===== config.mk =====
export PLATFORM = sky130hd
export DESIGN_NAME = shift_arbiter_flat
export DESIGN_NICKNAME = d
export VERILOG_FILES = /design/src/rtl/shift_arbiter_if.sv /design/src/rtl/shift_arbiter.sv /design/src/flat_wrapper.sv
export SDC_FILE = /design/constraint.sdc
export NUM_CORES = 1
export LEC_CHECK = 0
export BUFFER_PORTS_ARGS = -buffer_cell sky130_fd_sc_hd__buf_2
export CORE_MARGIN = 10
export CORE_UTILIZATION = 25
export DETAILED_ROUTE_END_ITERATION = 12
export GPL_TIMING_DRIVEN = 0
export MAX_ROUTING_LAYER = met4
export PLACE_DENSITY = 0.51
export SLEW_MARGIN = 20
export SYNTH_ARGS = -nofsm -noshare
export SYNTH_HDL_FRONTEND = slang
export SYNTH_SLANG_ARGS = --single-unit

===== constraint.sdc =====
create_clock -name clk -period 9.2 [get_ports clk]
set_input_delay 0.46 -clock clk [delete_from_list [all_inputs] [get_ports clk]]
set_output_delay 0.46 -clock clk [all_outputs]
set_load 0.02 [all_outputs]

===== src/rtl/shift_arbiter_if.sv =====
// Handshake bundle between requesters, the shared barrel shifter and the response consumer.
// Latency: none, this file only groups wires.
// Backpressure: carries req_valid/req_ready per requester and rsp_valid/rsp_ready for results.
//
// Signals:
//   req_valid/req_ready   per-requester request handshake (req_ready is a one-hot grant)
//   req_in/shamt/oper     packed per-requester payload, requester i at slice i
//   sh_in/shamt/oper      registered drive into the combinational shifter
//   sh_out                shifter result, valid in the same cycle as its inputs
//   rsp_valid/ready/id/data  single response channel, tagged with the requester index
//   busy                  arbiter is not idle
// Modports: slave = arbiter side, master = requester/shifter/consumer side.

interface shift_arbiter_if #(
  parameter int NUM_REQ       = 4,
  parameter int OPERAND_WIDTH = 16,
  parameter int SHAMT_WIDTH   = 4,
  parameter int ID_WIDTH      = 2
);
  logic [NUM_REQ-1:0]               req_valid;
  logic [NUM_REQ-1:0]               req_ready;
  logic [NUM_REQ*OPERAND_WIDTH-1:0] req_in;
  logic [NUM_REQ*SHAMT_WIDTH-1:0]   req_shamt;
  logic [NUM_REQ*2-1:0]             req_oper;

  logic [OPERAND_WIDTH-1:0]         sh_in;
  logic [SHAMT_WIDTH-1:0]           sh_shamt;
  logic [1:0]                       sh_oper;
  logic [OPERAND_WIDTH-1:0]         sh_out;

  logic                             rsp_valid;
  logic [ID_WIDTH-1:0]              rsp_id;
  logic [OPERAND_WIDTH-1:0]         rsp_data;
  logic                             rsp_ready;

  logic                             busy;

  modport slave (
    input  req_valid, req_in, req_shamt, req_oper, sh_out, rsp_ready,
    output req_ready, sh_in, sh_shamt, sh_oper, rsp_valid, rsp_id, rsp_data, busy
  );

  modport master (
    output req_valid, req_in, req_shamt, req_oper, sh_out, rsp_ready,
    input  req_ready, sh_in, sh_shamt, sh_oper, rsp_valid, rsp_id, rsp_data, busy
  );
endinterface


===== src/rtl/shift_arbiter.sv =====
// Round-robin arbiter/sequencer sharing one combinational barrel shifter among NUM_REQ requesters.
// Latency: accept in cycle 0, shifter evaluated in cycle 1, rsp_valid from cycle 2 (II = 3).
// Backpressure: rsp_ready low holds the response stable and blocks all new grants.
//
// Ports:
//   clk     rising-edge clock
//   rst_n   asynchronous active-low reset; aborts any request in flight
//   io_bus  shift_arbiter_if.slave: request handshake + payload, shifter drive/return,
//           tagged response channel and busy flag

module shift_arbiter #(
  parameter int NUM_REQ       = 4,
  parameter int OPERAND_WIDTH = 16,
  parameter int SHAMT_WIDTH   = 4,
  parameter int ID_WIDTH      = 2
) (
  input  logic           clk,
  input  logic           rst_n,
  shift_arbiter_if.slave io_bus
);

  typedef enum logic [1:0] {
    ST_IDLE  = 2'd0,
    ST_ISSUE = 2'd1,
    ST_RESP  = 2'd2
  } state_t;

  state_t                   r_state;
  logic [ID_WIDTH-1:0]      r_prio;
  logic [ID_WIDTH-1:0]      r_id;
  logic [OPERAND_WIDTH-1:0] r_in;
  logic [SHAMT_WIDTH-1:0]   r_shamt;
  logic [1:0]               r_oper;
  logic [OPERAND_WIDTH-1:0] r_rsp_data;
  logic                     r_rsp_valid;
  logic                     r_busy;

  logic [NUM_REQ-1:0]       w_grant;
  logic [ID_WIDTH-1:0]      w_win_id;
  logic [ID_WIDTH-1:0]      w_idx;
  logic                     w_found;
  logic                     w_accept;
  logic [ID_WIDTH-1:0]      w_next_prio;
  logic [OPERAND_WIDTH-1:0] w_in;
  logic [SHAMT_WIDTH-1:0]   w_shamt;
  logic [1:0]               w_oper;

  // Rotating-priority search: visit requesters prio, prio+1, ... with wrap-around
  // and keep the first one found. The index is reduced modulo NUM_REQ so that
  // non-power-of-two requester counts wrap correctly.
  always_comb begin
    w_grant  = '0;
    w_win_id = '0;
    w_found  = 1'b0;
    w_idx    = '0;
    for (int k = 0; k < NUM_REQ; k++) begin
      w_idx = ID_WIDTH'((int'(r_prio) + k) % NUM_REQ);
      if (!w_found && io_bus.req_valid[w_idx]) begin
        w_found         = 1'b1;
        w_grant[w_idx]  = 1'b1;
        w_win_id        = w_idx;
      end
    end
  end

  // Payload select driven by the one-hot grant.
  always_comb begin
    w_in    = '0;
    w_shamt = '0;
    w_oper  = '0;
    for (int i = 0; i < NUM_REQ; i++) begin
      if (w_grant[i]) begin
        w_in    = io_bus.req_in[i*OPERAND_WIDTH +: OPERAND_WIDTH];
        w_shamt = io_bus.req_shamt[i*SHAMT_WIDTH +: SHAMT_WIDTH];
        w_oper  = io_bus.req_oper[i*2 +: 2];
      end
    end
  end

  assign w_accept    = (r_state == ST_IDLE) && w_found;
  assign w_next_prio = (w_win_id == ID_WIDTH'(NUM_REQ - 1)) ? '0 : w_win_id + 1'b1;

  // Pointer moves only on an accepted request, which bounds any waiter to
  // NUM_REQ-1 grants ahead of it.
  always_ff @(posedge clk or negedge rst_n) begin
    if (!rst_n) begin
      r_state     <= ST_IDLE;
      r_prio      <= '0;
      r_id        <= '0;
      r_in        <= '0;
      r_shamt     <= '0;
      r_oper      <= '0;
      r_rsp_data  <= '0;
      r_rsp_valid <= 1'b0;
      r_busy      <= 1'b0;
    end else begin
      case (r_state)
        ST_IDLE: begin
          if (w_accept) begin
            r_in    <= w_in;
            r_shamt <= w_shamt;
            r_oper  <= w_oper;
            r_id    <= w_win_id;
            r_prio  <= w_next_prio;
            r_busy  <= 1'b1;
            r_state <= ST_ISSUE;
          end
        end
        ST_ISSUE: begin
          // Shifter inputs have been stable from r_in/r_shamt/r_oper all cycle.
          r_rsp_data  <= io_bus.sh_out;
          r_rsp_valid <= 1'b1;
          r_state     <= ST_RESP;
        end
        ST_RESP: begin
          if (io_bus.rsp_ready) begin
            r_rsp_valid <= 1'b0;
            r_busy      <= 1'b0;
            r_state     <= ST_IDLE;
          end
        end
        default: begin
          r_rsp_valid <= 1'b0;
          r_busy      <= 1'b0;
          r_state     <= ST_IDLE;
        end
      endcase
    end
  end

  // Grants only in IDLE; in RESP the handshake cycle itself returns to IDLE,
  // so the next grant is visible one cycle after completion.
  assign io_bus.req_ready = (r_state == ST_IDLE) ? w_grant : '0;

  assign io_bus.sh_in     = r_in;
  assign io_bus.sh_shamt  = r_shamt;
  assign io_bus.sh_oper   = r_oper;

  assign io_bus.rsp_valid = r_rsp_valid;
  assign io_bus.rsp_id    = r_id;
  assign io_bus.rsp_data  = r_rsp_data;
  assign io_bus.busy      = r_busy;

endmodule

===== src/flat_wrapper.sv =====
// flat-port wrapper written by rule: the top's interface ports become plain ports
module shift_arbiter_flat 
#(
  parameter int NUM_REQ       = 4,
  parameter int OPERAND_WIDTH = 16,
  parameter int SHAMT_WIDTH   = 4,
  parameter int ID_WIDTH      = 2
)
  (clk, rst_n, io_bus_req_valid, io_bus_req_in, io_bus_req_shamt, io_bus_req_oper, io_bus_sh_out, io_bus_rsp_ready, io_bus_req_ready, io_bus_sh_in, io_bus_sh_shamt, io_bus_sh_oper, io_bus_rsp_valid, io_bus_rsp_id, io_bus_rsp_data, io_bus_busy);
  shift_arbiter_if #(.NUM_REQ(NUM_REQ), .OPERAND_WIDTH(OPERAND_WIDTH), .SHAMT_WIDTH(SHAMT_WIDTH), .ID_WIDTH(ID_WIDTH)) io_bus_i ();
  input  logic clk;
  input  logic rst_n;
  input wire logic [$bits(io_bus_i.req_valid)-1:0] io_bus_req_valid;
  input wire logic [$bits(io_bus_i.req_in)-1:0] io_bus_req_in;
  input wire logic [$bits(io_bus_i.req_shamt)-1:0] io_bus_req_shamt;
  input wire logic [$bits(io_bus_i.req_oper)-1:0] io_bus_req_oper;
  input wire logic [$bits(io_bus_i.sh_out)-1:0] io_bus_sh_out;
  input wire logic [$bits(io_bus_i.rsp_ready)-1:0] io_bus_rsp_ready;
  output wire logic [$bits(io_bus_i.req_ready)-1:0] io_bus_req_ready;
  output wire logic [$bits(io_bus_i.sh_in)-1:0] io_bus_sh_in;
  output wire logic [$bits(io_bus_i.sh_shamt)-1:0] io_bus_sh_shamt;
  output wire logic [$bits(io_bus_i.sh_oper)-1:0] io_bus_sh_oper;
  output wire logic [$bits(io_bus_i.rsp_valid)-1:0] io_bus_rsp_valid;
  output wire logic [$bits(io_bus_i.rsp_id)-1:0] io_bus_rsp_id;
  output wire logic [$bits(io_bus_i.rsp_data)-1:0] io_bus_rsp_data;
  output wire logic [$bits(io_bus_i.busy)-1:0] io_bus_busy;
  assign io_bus_i.req_valid = io_bus_req_valid;
  assign io_bus_i.req_in = io_bus_req_in;
  assign io_bus_i.req_shamt = io_bus_req_shamt;
  assign io_bus_i.req_oper = io_bus_req_oper;
  assign io_bus_i.sh_out = io_bus_sh_out;
  assign io_bus_i.rsp_ready = io_bus_rsp_ready;
  assign io_bus_req_ready = io_bus_i.req_ready;
  assign io_bus_sh_in = io_bus_i.sh_in;
  assign io_bus_sh_shamt = io_bus_i.sh_shamt;
  assign io_bus_sh_oper = io_bus_i.sh_oper;
  assign io_bus_rsp_valid = io_bus_i.rsp_valid;
  assign io_bus_rsp_id = io_bus_i.rsp_id;
  assign io_bus_rsp_data = io_bus_i.rsp_data;
  assign io_bus_busy = io_bus_i.busy;
  shift_arbiter #(.NUM_REQ(NUM_REQ), .OPERAND_WIDTH(OPERAND_WIDTH), .SHAMT_WIDTH(SHAMT_WIDTH), .ID_WIDTH(ID_WIDTH)) u_core (.clk(clk), .rst_n(rst_n), .io_bus(io_bus_i));
endmodule

==> results.json <==
{
  "slew_violations": 0,
  "synth_flop_cell": "dfrtp_1",
  "crit_arrival_ps": 4120,
  "p_per_area_mw_per_mm2": 416,
  "routed-via-count": 3839,
  "ant_nets": 0,
  "hp-class": "primary input to async pin",
  "wl_met1_um": 6290,
  "period_share_pct": 49.8,
  "postSynthCellCount": 403,
  "hold_viol": 0,
  "setup_ws_ps": 4620,
  "port_buffers": 156,
  "dr.max_layer_used": "met4",
  "place_area_mm2": 0.00448,
  "drive_gt1_share_pct": 34.2,
  "drt_drc_violations_left": 0,
  "met2_length_um": 6440,
  "clk_root_buffer_cell": "clkbuf_16",
  "irDropWorstVdd_v": 0.000126,
  "syn-cell-area_mm2": 0.00346,
  "rsz0062_at_grt": "no",
  "ys_ff_latch": 46,
  "grt_antenna_before_repair": 1,
  "clock_skew_ps": 11.7,
  "cts.path.max_buffers": 2,
  "postLayoutCoreUtil_pct": 34.7,
  "period_needed_ps": 4580,
  "synthMostInstantiatedCell": "dfrtp_1",
  "grt_pass1_wl_um": 21100,
  "clock-sinks": 46,
  "grt_max_degree": 30,
  "cp-start-kind": "flip-flop",
  "fmax_mhz": 218,
  "vias_per_cell": 5.15,
  "die_y_um": 138,
  "synthTopCellsByArea": "dfrtp_1 33%, a2111oi_0 5.6%, mux2_2 5.2%, o211ai_1 5.2%, a21boi_0 5.0%",
  "synth_cell_type_count": 38,
  "synth_top_cells_by_count": "46 x dfrtp_1, 37 x nand2_1, 30 x clkbuf_1",
  "synthToLayoutAreaGrowth_pct": 34.4,
  "maxCapViolCount": 0,
  "path_class": "flip-flop to primary output",
  "overflow": 0,
  "rows": 42,
  "syn-mean-instance-area_um2": 8.58,
  "yosysSeqAreaShare_pct": 33.3,
  "netlist.area_leader.share_pct": 33.3,
  "first_global_vias": 3976,
  "first_pass_iters": 5,
  "max_slew_margin_pct": 59.0,
  "worst_pin_slew_ps": 613,
  "numCtsBuffers": 5,
  "htreeDepth": 2,
  "synth-warning-count": 0,
  "grt_use_total_pct": 14.4,
  "fp.dieW_um": 138,
  "place_ws_ps": 4920,
  "p_leak_nw": 2.04,
  "worstSetupEndpointType": "primary output",
  "place_hpwl_um": 11200,
  "yosys.area.top_type": "dfrtp_1",
  "postCtsHoldBufs": 0,
  "place_congestion": 0.831,
  "wl_um": 13900,
  "cts_resized": 0,
  "final_area_mm2": 0.00465,
  "design.core.area_mm2": 0.0134,
  "clk_transition_reported_paths_ps": 70,
  "wl_per_cell_um": 18.7,
  "dr_wl_met3_um": 1020,
  "dieArea_mm2": 0.0189,
  "async_reset_ff_share_pct": 100,
  "drtIter0Drc": 197,
  "setup_tns_ps": 0,
  "crit_required_ps": 8740,
  "floorplan.initialDensity_pct": 25.8,
  "fin_nets": 686,
  "synth_edf_count": 0,
  "ioPinCount": 157,
  "path_max_fanout": 10,
  "postCtsSetupRepairBufs": 0,
  "setup-violations-final": 0,
  "syn-num-nets": 522,
  "cts_tree": "built",
  "status": "finished, final reports clean",
  "clkLatencyLatePin_ps": 300
}
==> state kept, by name, summed over array words and instances (netlist names) <==
signal                   cells
u_core.io_bus.busy           1
u_core.io_bus.rsp_data      16
u_core.io_bus.rsp_id         2
u_core.io_bus.rsp_valid      1
u_core.io_bus.sh_in         16
u_core.io_bus.sh_oper        2
u_core.io_bus.sh_shamt       4
u_core.r_prio                2
u_core.r_state               2
==> per-layer routing <==
metal / vias to the layer above / GRT usage [%]
li1: 1827 / -
met1: 1844 / 18.7
met2: 158 / 22.6
met3: 10 / 2.91
met4: 0 / 3.22
met5: - / -
==> metrics by stage <==
step,instances,hold slack [ps],total power [mW]
finish,745,116,1.93
global route,745,144,2.10
CTS,744,124,1.96
detailed placement,736,444,1.74
global placement,735,461,1.71
floorplan,403,164,1.31
==> final cells by class <==
type	count	area, um^2
well taps	176	220
diodes	1	2.50
repair buffers	157	801
inverters	28	105
multi-input cells	292	2050
fillers	1432	8750
flip-flops and latches	46	1150
clock inverters	2	37.5
clock buffers	6	129
plain buffers	37	153
==> kinds of logic after synthesis <==
group	count (synthesis)	share of synthesized area, %
AND/OR/NAND/NOR	146	22.4
flip-flops	46	33.3
buffers and inverters	65	7.46
XOR/XNOR	1	0.253
multiplexers	22	8.40
AO/OA/AOI/OAI	115	25.3
adder cells (fa/ha/maj)	8	2.90
==> critical path: stages (launching register included) <==
cell and delay (ps):
dfrtp_1 580, buf_2 300, inv_1 150, ha_1 440
mux4_2 390, clkbuf_1 230, nor3b_1 560, o21ai_0 180
nand2_1 200, clkbuf_1 390, and2_1 240, buf_2 180
==> worst paths after layout <==
path | endpoint | cells past startpoint | from | slack, ps
min reg2reg | u_core.io_bus.busy$_DFFE_PN0P_ | 2 | u_core.io_bus.busy$_DFFE_PN0P_ | 470
min | u_core.r_prio[1]$_DFFE_PN0P_ | 1 | rst_n | 120
max reg2reg | u_core.io_bus.sh_in[6]$_DFFE_PN0P_ | 12 | u_core.r_prio[0]$_DFFE_PN0P_ | 5210
max | io_bus_req_ready[2] | 11 | u_core.r_prio[0]$_DFFE_PN0P_ | 4620
max in group asynchronous | u_core.io_bus.sh_in[11]$_DFFE_PN0P_ | 2 | rst_n | 8550
min in group clk | u_core.io_bus.sh_in[5]$_DFFE_PN0P_ | 3 | io_bus_req_in[5] | 400
==> placed cells by master, fill, tap and decap left out, types with 2 or more instances in the layout <==
cell type / n
o211ai_1: 24
a21boi_0: 23
nand2b_1: 3
nand3_1: 22
buf_4: 2
buf_2: 161
mux2_2: 16
nor2b_1: 3
a21o_1: 3
a211oi_1: 22
o21ai_0: 8
nand3b_1: 3
a22o_1: 2
mux4_2: 4
a2111oi_0: 22
clkbuf_1: 31
ha_1: 8
nor3b_1: 23
nor2_1: 28
clkbuf_16: 5
nand2_1: 37
a21oi_1: 4
dfrtp_1: 46
mux2i_1: 2
and2_1: 2
nand4_1: 22
inv_1: 27
==> power by group <==
part | total, mW | internal (mW) | switching (mW) | leakage (nW)
Sequential | 0.379 | 0.316 | 0.0625 | 0.538
Combinational | 1.34 | 0.497 | 0.844 | 1.42
Clock | 0.215 | 0.129 | 0.0861 | 0.0771
Total | 1.93 | 0.942 | 0.993 | 2.04
(Power assumes the default switching activity.)
